`src/rtl/rr_arb4_if.sv`:
```
// rr_arb4_if -- signal bundle between the round-robin arbiter, the 4:1 mux
// and the downstream consumer.
//
// Parameter:
//   WIDTH   data width, must match the mux width
//
// Handshake: a source n word is consumed in any cycle where req_i[n] & gnt_o[n];
// the registered output word is transferred in any cycle where
// valid_o & ready_i. valid_o never drops without a transfer or a reset.
//
// Signals:
//   req_i    4      per-source request
//   gnt_o    4      one-hot combinational grant
//   sel_o    2      mux select
//   mux_i    WIDTH  mux result
//   valid_o  1      registered output word valid
//   data_o   WIDTH  registered output word
//   src_o    2      source index of data_o
//   ready_i  1      downstream ready
//   count_o  16     accepted-transfer counter (only with RR_ARB4_CNT_EN)
//
// Modports: master = arbiter side, slave = environment side.
// Optional feature macro: RR_ARB4_CNT_EN
interface rr_arb4_if #(
  parameter int WIDTH = 8
);
  logic [3:0]       req_i;
  logic [3:0]       gnt_o;
  logic [1:0]       sel_o;
  logic [WIDTH-1:0] mux_i;
  logic             valid_o;
  logic [WIDTH-1:0] data_o;
  logic [1:0]       src_o;
  logic             ready_i;
`ifdef RR_ARB4_CNT_EN
  logic [15:0]      count_o;
`endif

  modport master (
    input  req_i, mux_i, ready_i,
    output gnt_o, sel_o, valid_o, data_o, src_o
`ifdef RR_ARB4_CNT_EN
    , output count_o
`endif
  );

  modport slave (
    output req_i, mux_i, ready_i,
    input  gnt_o, sel_o, valid_o, data_o, src_o
`ifdef RR_ARB4_CNT_EN
    , input count_o
`endif
  );
endinterface

```
`src/rtl/rr_arb4.sv`:
```
// rr_arb4 -- four-source round-robin arbiter with a registered,
// back-pressurable output stage for a 4:1 WIDTH-bit mux.
//
// Each cycle with a free (or draining) output slot, one requesting source is
// chosen round-robin starting after the last winner, the mux is steered to
// it via sel_o, and the mux result is captured together with the winner index.
//
// Ports:
//   clk_i   clock, rising edge
//   rst_i   synchronous active-high reset
//   bus     rr_arb4_if.master (req/gnt/sel/mux/valid/data/src/ready[/count])
//
// Optional feature macro: RR_ARB4_CNT_EN adds a saturating 16-bit counter of
// accepted transfers on bus.count_o.
module rr_arb4 #(
  parameter int WIDTH = 8
) (
  input  logic      clk_i,
  input  logic      rst_i,
  rr_arb4_if.master bus
);

  logic [1:0]       last_q;
  logic             valid_q;
  logic [WIDTH-1:0] data_q;
  logic [1:0]       src_q;

  logic             cap;
  logic             found;
  logic             grant;
  logic [1:0]       win;

  // Slot is free, or its word leaves this cycle.
  assign cap = !valid_q | bus.ready_i;

  // First requester in the order last+1 .. last+4 (mod 4).
  always_comb begin
    logic [1:0] cand;
    win   = last_q;
    found = 1'b0;
    cand  = last_q;
    for (int k = 1; k <= 4; k++) begin
      cand = last_q + 2'(k);
      if (!found && bus.req_i[cand]) begin
        win   = cand;
        found = 1'b1;
      end
    end
  end

  assign grant = !rst_i && cap && found;

  always_comb begin
    bus.gnt_o = 4'b0000;
    bus.sel_o = last_q;
    if (rst_i) begin
      bus.sel_o = 2'b11;
    end else if (grant) begin
      bus.gnt_o = 4'b0001 << win;
      bus.sel_o = win;
    end
  end

  always_ff @(posedge clk_i) begin
    if (rst_i) begin
      valid_q <= 1'b0;
      data_q  <= '0;
      src_q   <= 2'd0;
      last_q  <= 2'd3;
    end else if (grant) begin
      // Capture also covers the drain-and-refill case: no bubble.
      valid_q <= 1'b1;
      data_q  <= bus.mux_i;
      src_q   <= win;
      last_q  <= win;
    end else if (bus.ready_i) begin
      valid_q <= 1'b0;
    end
  end

  assign bus.valid_o = valid_q;
  assign bus.data_o  = data_q;
  assign bus.src_o   = src_q;

`ifdef RR_ARB4_CNT_EN
  logic [15:0] cnt_q;

  always_ff @(posedge clk_i) begin
    if (rst_i) begin
      cnt_q <= 16'd0;
    end else if (valid_q && bus.ready_i && cnt_q != 16'hFFFF) begin
      cnt_q <= cnt_q + 16'd1;
    end
  end

  assign bus.count_o = cnt_q;
`endif

endmodule

```
`src/flat_wrapper.sv`:
```
// flat-port wrapper written by rule: the top's interface ports become plain ports
module rr_arb4_flat 
#(
  parameter int WIDTH = 8
)
  (clk_i, rst_i, bus_req_i, bus_mux_i, bus_ready_i, bus_gnt_o, bus_sel_o, bus_valid_o, bus_data_o, bus_src_o);
  rr_arb4_if #(.WIDTH(WIDTH)) bus_i ();
  input  logic clk_i;
  input  logic rst_i;
  input wire logic [$bits(bus_i.req_i)-1:0] bus_req_i;
  input wire logic [$bits(bus_i.mux_i)-1:0] bus_mux_i;
  input wire logic [$bits(bus_i.ready_i)-1:0] bus_ready_i;
  output wire logic [$bits(bus_i.gnt_o)-1:0] bus_gnt_o;
  output wire logic [$bits(bus_i.sel_o)-1:0] bus_sel_o;
  output wire logic [$bits(bus_i.valid_o)-1:0] bus_valid_o;
  output wire logic [$bits(bus_i.data_o)-1:0] bus_data_o;
  output wire logic [$bits(bus_i.src_o)-1:0] bus_src_o;
  assign bus_i.req_i = bus_req_i;
  assign bus_i.mux_i = bus_mux_i;
  assign bus_i.ready_i = bus_ready_i;
  assign bus_gnt_o = bus_i.gnt_o;
  assign bus_sel_o = bus_i.sel_o;
  assign bus_valid_o = bus_i.valid_o;
  assign bus_data_o = bus_i.data_o;
  assign bus_src_o = bus_i.src_o;
  rr_arb4 #(.WIDTH(WIDTH)) u_core (.clk_i(clk_i), .rst_i(rst_i), .bus(bus_i));
endmodule
```
`config.mk`:
```
export PLATFORM = sky130hd
export DESIGN_NAME = rr_arb4_flat
export DESIGN_NICKNAME = d
export VERILOG_FILES = /design/src/rtl/rr_arb4_if.sv /design/src/rtl/rr_arb4.sv /design/src/flat_wrapper.sv
export SDC_FILE = /design/constraint.sdc
export NUM_CORES = 1
export LEC_CHECK = 0
export BUFFER_PORTS_ARGS = -buffer_cell sky130_fd_sc_hd__buf_2
export CAP_MARGIN = 20
export CORE_MARGIN = 2
export CORE_UTILIZATION = 47
export CTS_CLUSTER_DIAMETER = 150
export DETAILED_ROUTE_END_ITERATION = 6
export MAX_ROUTING_LAYER = met4
export PLACE_DENSITY = 0.88
export SYNTH_ARGS = -nofsm -noshare
export SYNTH_HDL_FRONTEND = slang
export SYNTH_SLANG_ARGS = --single-unit
```
`constraint.sdc`:
```
create_clock -name clk_i -period 2.8 [get_ports clk_i]
set_clock_uncertainty 0.15 [all_clocks]
set_input_delay 0.14 -clock clk_i [delete_from_list [all_inputs] [get_ports clk_i]]
set_output_delay 0.14 -clock clk_i [all_outputs]
set_load 0.005 [all_outputs]
```
# --- After elaboration in Yosys (flattened, before gate mapping) ---
# Index checks and enable logic that the tools add are counted.
classes:
  addsub: 3
  n_lt_le_gt_ge: 4
  n_shift: 1
  n_mux: 22
  bitwise: 1
  reduce_logical: 11
op_table:
  columns: ["operator", "n"]
  rows:
  - ["2-bit by 3-bit < comparator with 1-bit output (second input constant)", 4]
  - ["2-bit two-way mux", 6]
  - ["1-bit two-way mux", 10]
  - ["1-bit binary-select mux with 2-bit select", 4]
  - ["4-bit two-way mux", 2]
  - ["1-bit logical AND", 5]
  - ["1-bit zero test", 5]
  - ["2-bit adder (second input constant)", 2]
  - ["1-bit by 2-bit << shifter with 4-bit output (first input constant)", 1]
  - ["2-bit by 1-bit adder with 2-bit output (second input constant)", 1]
  - ["2-bit nonzero test", 1]
  - ["1-bit OR", 1]
totals:
  regBits: 13
  inputBits: 15
  output_inout_bits: 17

# --- Logic depth before layout (Yosys ltp) ---
logic_depth:
  word_depth: 16
  depth_mapped: 5
  depth_no_buf: 4

# --- Worst setup path before layout ---
# No wires, ideal clock.
synth_timing:
  kind: "register -> output"
  start: "reg u_core.last_q[0]"
  end: "out bus_sel_o[1]"
  t_arrival_ns: 1.118
  t_required_ns: 2.510
  slack_ns: 1.392
  stages_incl_launch_ff: 5
  path_buffers: 0
  path_cell_list: "dfxtp_1 > or3b_1 > o221ai_1 > o211ai_2 > o31a_1"
synth_via:
  elab_chain_cells: 16
synth_rtl:
  columns: ["item", "line", "source"]
  rows:
  - ["start, declared", "rr_arb4.sv:23", "logic [1:0] last_q;"]
  - ["start signal, assigned", "rr_arb4.sv:75", "last_q <= win;"]
  - ["2-bit by 1-bit adder with 2-bit output", "rr_arb4.sv:43", "cand = last_q + 2'(k);"]
  - ["1-bit binary-select mux with 2-bit select", "rr_arb4.sv:44", "if (!found && bus.req_i[cand]) begin"]
  - ["1-bit two-way mux (not written as such)", "rr_arb4.sv:44", null]
  - ["1-bit two-way mux", "rr_arb4.sv:44", null]
  - ["1-bit zero test", "rr_arb4.sv:44", null]
  - ["1-bit logical AND", "rr_arb4.sv:44", null]
  - ["1-bit two-way mux", "rr_arb4.sv:44", null]
  - ["1-bit zero test", "rr_arb4.sv:44", null]
  - ["1-bit logical AND", "rr_arb4.sv:44", null]
  - ["1-bit two-way mux", "rr_arb4.sv:44", null]
  - ["1-bit zero test", "rr_arb4.sv:44", null]
  - ["1-bit logical AND", "rr_arb4.sv:44", null]
  - ["1-bit two-way mux", "rr_arb4.sv:44", null]
  - ["1-bit logical AND", "rr_arb4.sv:51", "assign grant = !rst_i && cap && found;"]
  - ["2-bit two-way mux (*) (2 in a row)", null, null]
  - ["end, declared", "flat_wrapper.sv:14", "output wire logic [$bits(bus_i.sel_o)-1:0] bus_sel_o;"]
# Mark *: on every way between the ends. The rest lies on a longest branch, timed or not. The select of a mux whose other input is x is not followed.

# --- Worst setup path after layout ---
layout_timing:
  start: "reg u_core.valid_q, in the netlist u_core.bus.valid_o"
  end: "out bus_gnt_o[2]"
layout_via:
  elab_chain_cells: 6
layout_rtl:
  columns: ["item", "line", "source"]
  rows:
  - ["start, declared", "rr_arb4.sv:24", "logic valid_q;"]
  - ["start signal, assigned", "rr_arb4.sv:66", "valid_q <= 1'b0;"]
  - ["start signal, assigned", "rr_arb4.sv:72", "valid_q <= 1'b1;"]
  - ["start signal, assigned", "rr_arb4.sv:77", "valid_q <= 1'b0;"]
  - ["1-bit zero test", "rr_arb4.sv:34", "assign cap = !valid_q | bus.ready_i;"]
  - ["1-bit OR", "rr_arb4.sv:34", null]
  - ["1-bit logical AND (2 in a row)", "rr_arb4.sv:51", null]
  - ["4-bit two-way mux", "rr_arb4.sv:58", "end else if (grant) begin"]
  - ["4-bit two-way mux", "rr_arb4.sv:56", "if (rst_i) begin"]
  - ["end, declared", "flat_wrapper.sv:13", "output wire logic [$bits(bus_i.gnt_o)-1:0] bus_gnt_o;"]
# Every way passes these cells.

==> impl_metrics.py <==
metrics = {
    "critical_path": {
        "r2r_cells": 4,
        "worst_setup_path_end_kind": "output port",
        "startpoint": "u_core.bus.valid_o",
        "worst_setup_path_start_kind": "flip-flop",
        "path_depth": 5,
        "crit_type": "flip-flop to output port",
        "cp.arrival_ps": 1910,
        "endpoint": "bus_gnt_o[2]",
        "cpPeakStageDelay_ps": 690,
        "crit_family": "simple AND/OR/NAND/NOR gates",
        "r2r_end": "u_core.bus.src_o[1]",
        "crit_path_cell_trace": "nand2b_1 -> nor3b_4 -> o2111ai_1 -> nor2_1 -> buf_2",
        "crit_required_ps": 2510,
        "r2r_start": "u_core.bus.valid_o",
        "reg2reg_slack_ps": 1040,
        "crit_slowest_cell": "nor3b_4",
        "path_max_fanout": 24,
        "crit_buf_inv": 1,
    },
    "yosys": {
        "ys_types": 26,
        "ys_seq_elements": 13,
        "yosysTopAreaCellShare_pct": 39.8,
        "ys.flop_type": "dfxtp_1",
        "yosys-top-cells-count": "dfxtp_1 (13), nand2b_1 (11), nand2_1 (9), o21ai_0 (9), nor2_1 (5)",
        "synth.avg_cell_area_um2": 8.50,
        "synth.net_count": 92,
        "async_reset_ff_share_pct": 0,
        "synth_edf_count": 0,
        "synthTopCellsByArea": "dfxtp_1 (40%), nand2b_1 (11%), o21ai_0 (6.9%), nand2_1 (5.2%), buf_6 (3.4%)",
        "synth_warnings": 0,
        "synthesis.area_um2": 654,
        "synthCells": 77,
        "yosysMostFrequentCell": "dfxtp_1",
        "yosysSeqAreaShare_pct": 39.8,
        "yosysTopAreaCell": "dfxtp_1",
    },
    "grt": {
        "antenna_found_initial": 0,
        "track_usage_pct": 21.1,
        "grt-ovfl-total": 0,
        "grt_max_degree": 25,
        "grt_pass1_wl_mm": 2.17,
        "grt_pass1_vias": 514,
    },
    "clocking": {
        "cts_setup_buffers": 0,
        "clk_latency_ps": 270,
        "root_buffer": "clkbuf_4",
        "path_clk_slew_ps": 70,
        "ctsLongestPathBuffers": 2,
        "cts_made_buffers": 3,
        "cts_max_level": 1,
        "clkSinkCount": 13,
        "cts_tree": "done",
    },
    "cells_and_area": {
        "fin_nets": 133,
        "diodes": 0,
        "finalNonFillerCells": 132,
        "syn_to_final_growth_pct": 38.8,
        "drive_gt1_share_pct": 31.6,
    },
    "timing": {
        "period_needed_ps": 2200,
        "fmax_ghz": 0.454,
        "finalHoldViolations": 0,
        "post-route-period-util_pct": 78.6,
        "maxSlewHeadroom_pct": 46.2,
        "finalSetupTns_ps": 0,
        "rsz0062_at_grt": "no",
        "finalSetupViolCount": 0,
        "maxSlewViolCount": 0,
        "worstMarginPinSlew_ps": 806,
    },
    "power": {
        "p_per_area_nw_per_um2": 501,
        "power_frac_seq_pct": 48.8,
        "p_int_uw": 324,
        "power.total_uw": 455,
        "p_leak_uw": 0.000434,
        "ir_worst_vdd_mv": 0.389,
        "clock_power_share_pct": 24.5,
        "p_comb_share_pct": 26.8,
        "switching_share_pct": 28.8,
        "p_sw_uw": 131,
    },
    "routing": {
        "ant_nets": 0,
        "wl_per_cell_um": 11.5,
        "drc": 0,
        "via_count": 658,
        "dr.pass1.iters": 4,
        "viasPerCell": 4.98,
        "drt_iter0_markers": 8,
        "routed_wl_mm": 1.52,
    },
    "placed_design": {
        "portBuffers": 31,
        "place_inst": 120,
        "hpwl_mm": 1.02,
        "routabilityCongestion": 0.714,
    },
    "die": {
        "coreArea_um2": 1300,
        "rows": 13,
        "die_h_um": 41.3,
        "initial_core_util_pct": 50.3,
        "dieArea_um2": 1710,
        "ioPinCount": 32,
        "fp.dieW_um": 41.3,
    },
    "min_path": {
        "min_path_type": "input pin to flip-flop",
    },
    "run_status": {
        "status": "completed",
    },
    "flow_run": {
        "cap_violations": 0,
    },
}
layer usage:
| layer | share of wire, % | GRT usage, % | wire, µm | up-vias |
|---|---|---|---|---|
| met4 | 1.3 | 14.5 | 20 | 0 |
| met5 | 0 | - | 0 | - |
| li1 | - | - | - | 346 |
| met3 | 4.8 | 4.79 | 73 | 2 |
| met1 | 47 | 25.7 | 709 | 292 |
| met2 | 47 | 30.9 | 718 | 18 |
area by class of cell:
class	instances	area [µm²]
tap	15	18.8
fill	111	393
multi-input combinational	59	360
inverter	2	7.51
sequential	13	260
timing repair buffer	39	235
clock buffer	4	26.3
cells by family after synthesis:
family / count (synthesis) / synth area share [%]
multiplexers: 1 / 1.53
buffers and inverters: 5 / 5.16
flip-flops: 13 / 39.8
AND/OR/NAND/NOR: 36 / 32.7
AO/OA/AOI/OAI: 22 / 20.8
worst reg2reg max path: cells and delay by family, from the launching register on:
kind	cells	cell delay (ps)
simple gates	2	780
compound gates	2	440
flops	1	320
worst min path at each step:
stage                     depth (start not counted)              endpoint         start
after floorplan                                   2  u_core.bus.data_o[1]  bus_mux_i[1]
after global placement                            3  u_core.bus.data_o[6]  bus_mux_i[6]
after detailed placement                          3  u_core.bus.data_o[4]  bus_mux_i[4]
after CTS                                         3    u_core.bus.valid_o   bus_ready_i
after global routing                              3    u_core.bus.valid_o   bus_ready_i
final                                             3    u_core.bus.valid_o   bus_ready_i
through the flow:
step / utilization (%) / instance area, µm² / hold slack (ps) / worst slack [ps]
2_1_floorplan: - / 654 / 98.6 / 1390
3_3_place_gp: 61.6 / 802 / 185 / 940
3_5_place_dp: 61.6 / 802 / 190 / 897
4_1_cts: 69.8 / 908 / 28.1 / 599
5_1_grt: 69.8 / 908 / 30.0 / 383
6_report: 69.8 / 908 / 36.4 / 599
what timing repair did:
item,4_1_cts,5_1_grt
hold buffers,8,0
resized for setup,0,0
endpoints found under the hold margin,8,0
registers in the layout, summed over array words and instances (netlist names):
signal and cells:
u_core.bus.src_o 2, u_core.last_q 2, u_core.bus.data_o 8, u_core.bus.valid_o 1
cells in the final DEF (no fill, tap or decap), drive strengths merged:
master and count:
nor3b 2, nor2 5, dlygate4sd3 8, dfxtp 13
nand3 1, clkbuf 4, inv 2, nand2b 11
o21a 1, mux2i 1, a21o 2, nor4bb 1
nor2b 3, o211ai 1, buf 31, o21ai 11
o31a 1, nor3 1, nand2 9, nor4 1
o2111ai 1, or3b 1, o221ai 1, and3 1
a21oi 4
power by group through the flow:
| stage | Combinational [µW] | Clock [µW] | Sequential, µW |
|---|---|---|---|
| after floorplan | 67.0 | 0 | 225 |
| after global placement | 110 | 0 | 225 |
| after detailed placement | 113 | 0 | 226 |
| after CTS | 122 | 115 | 221 |
| after global routing | 137 | 124 | 224 |
| final | 122 | 111 | 222 |
(Power assumes the default switching activity.)
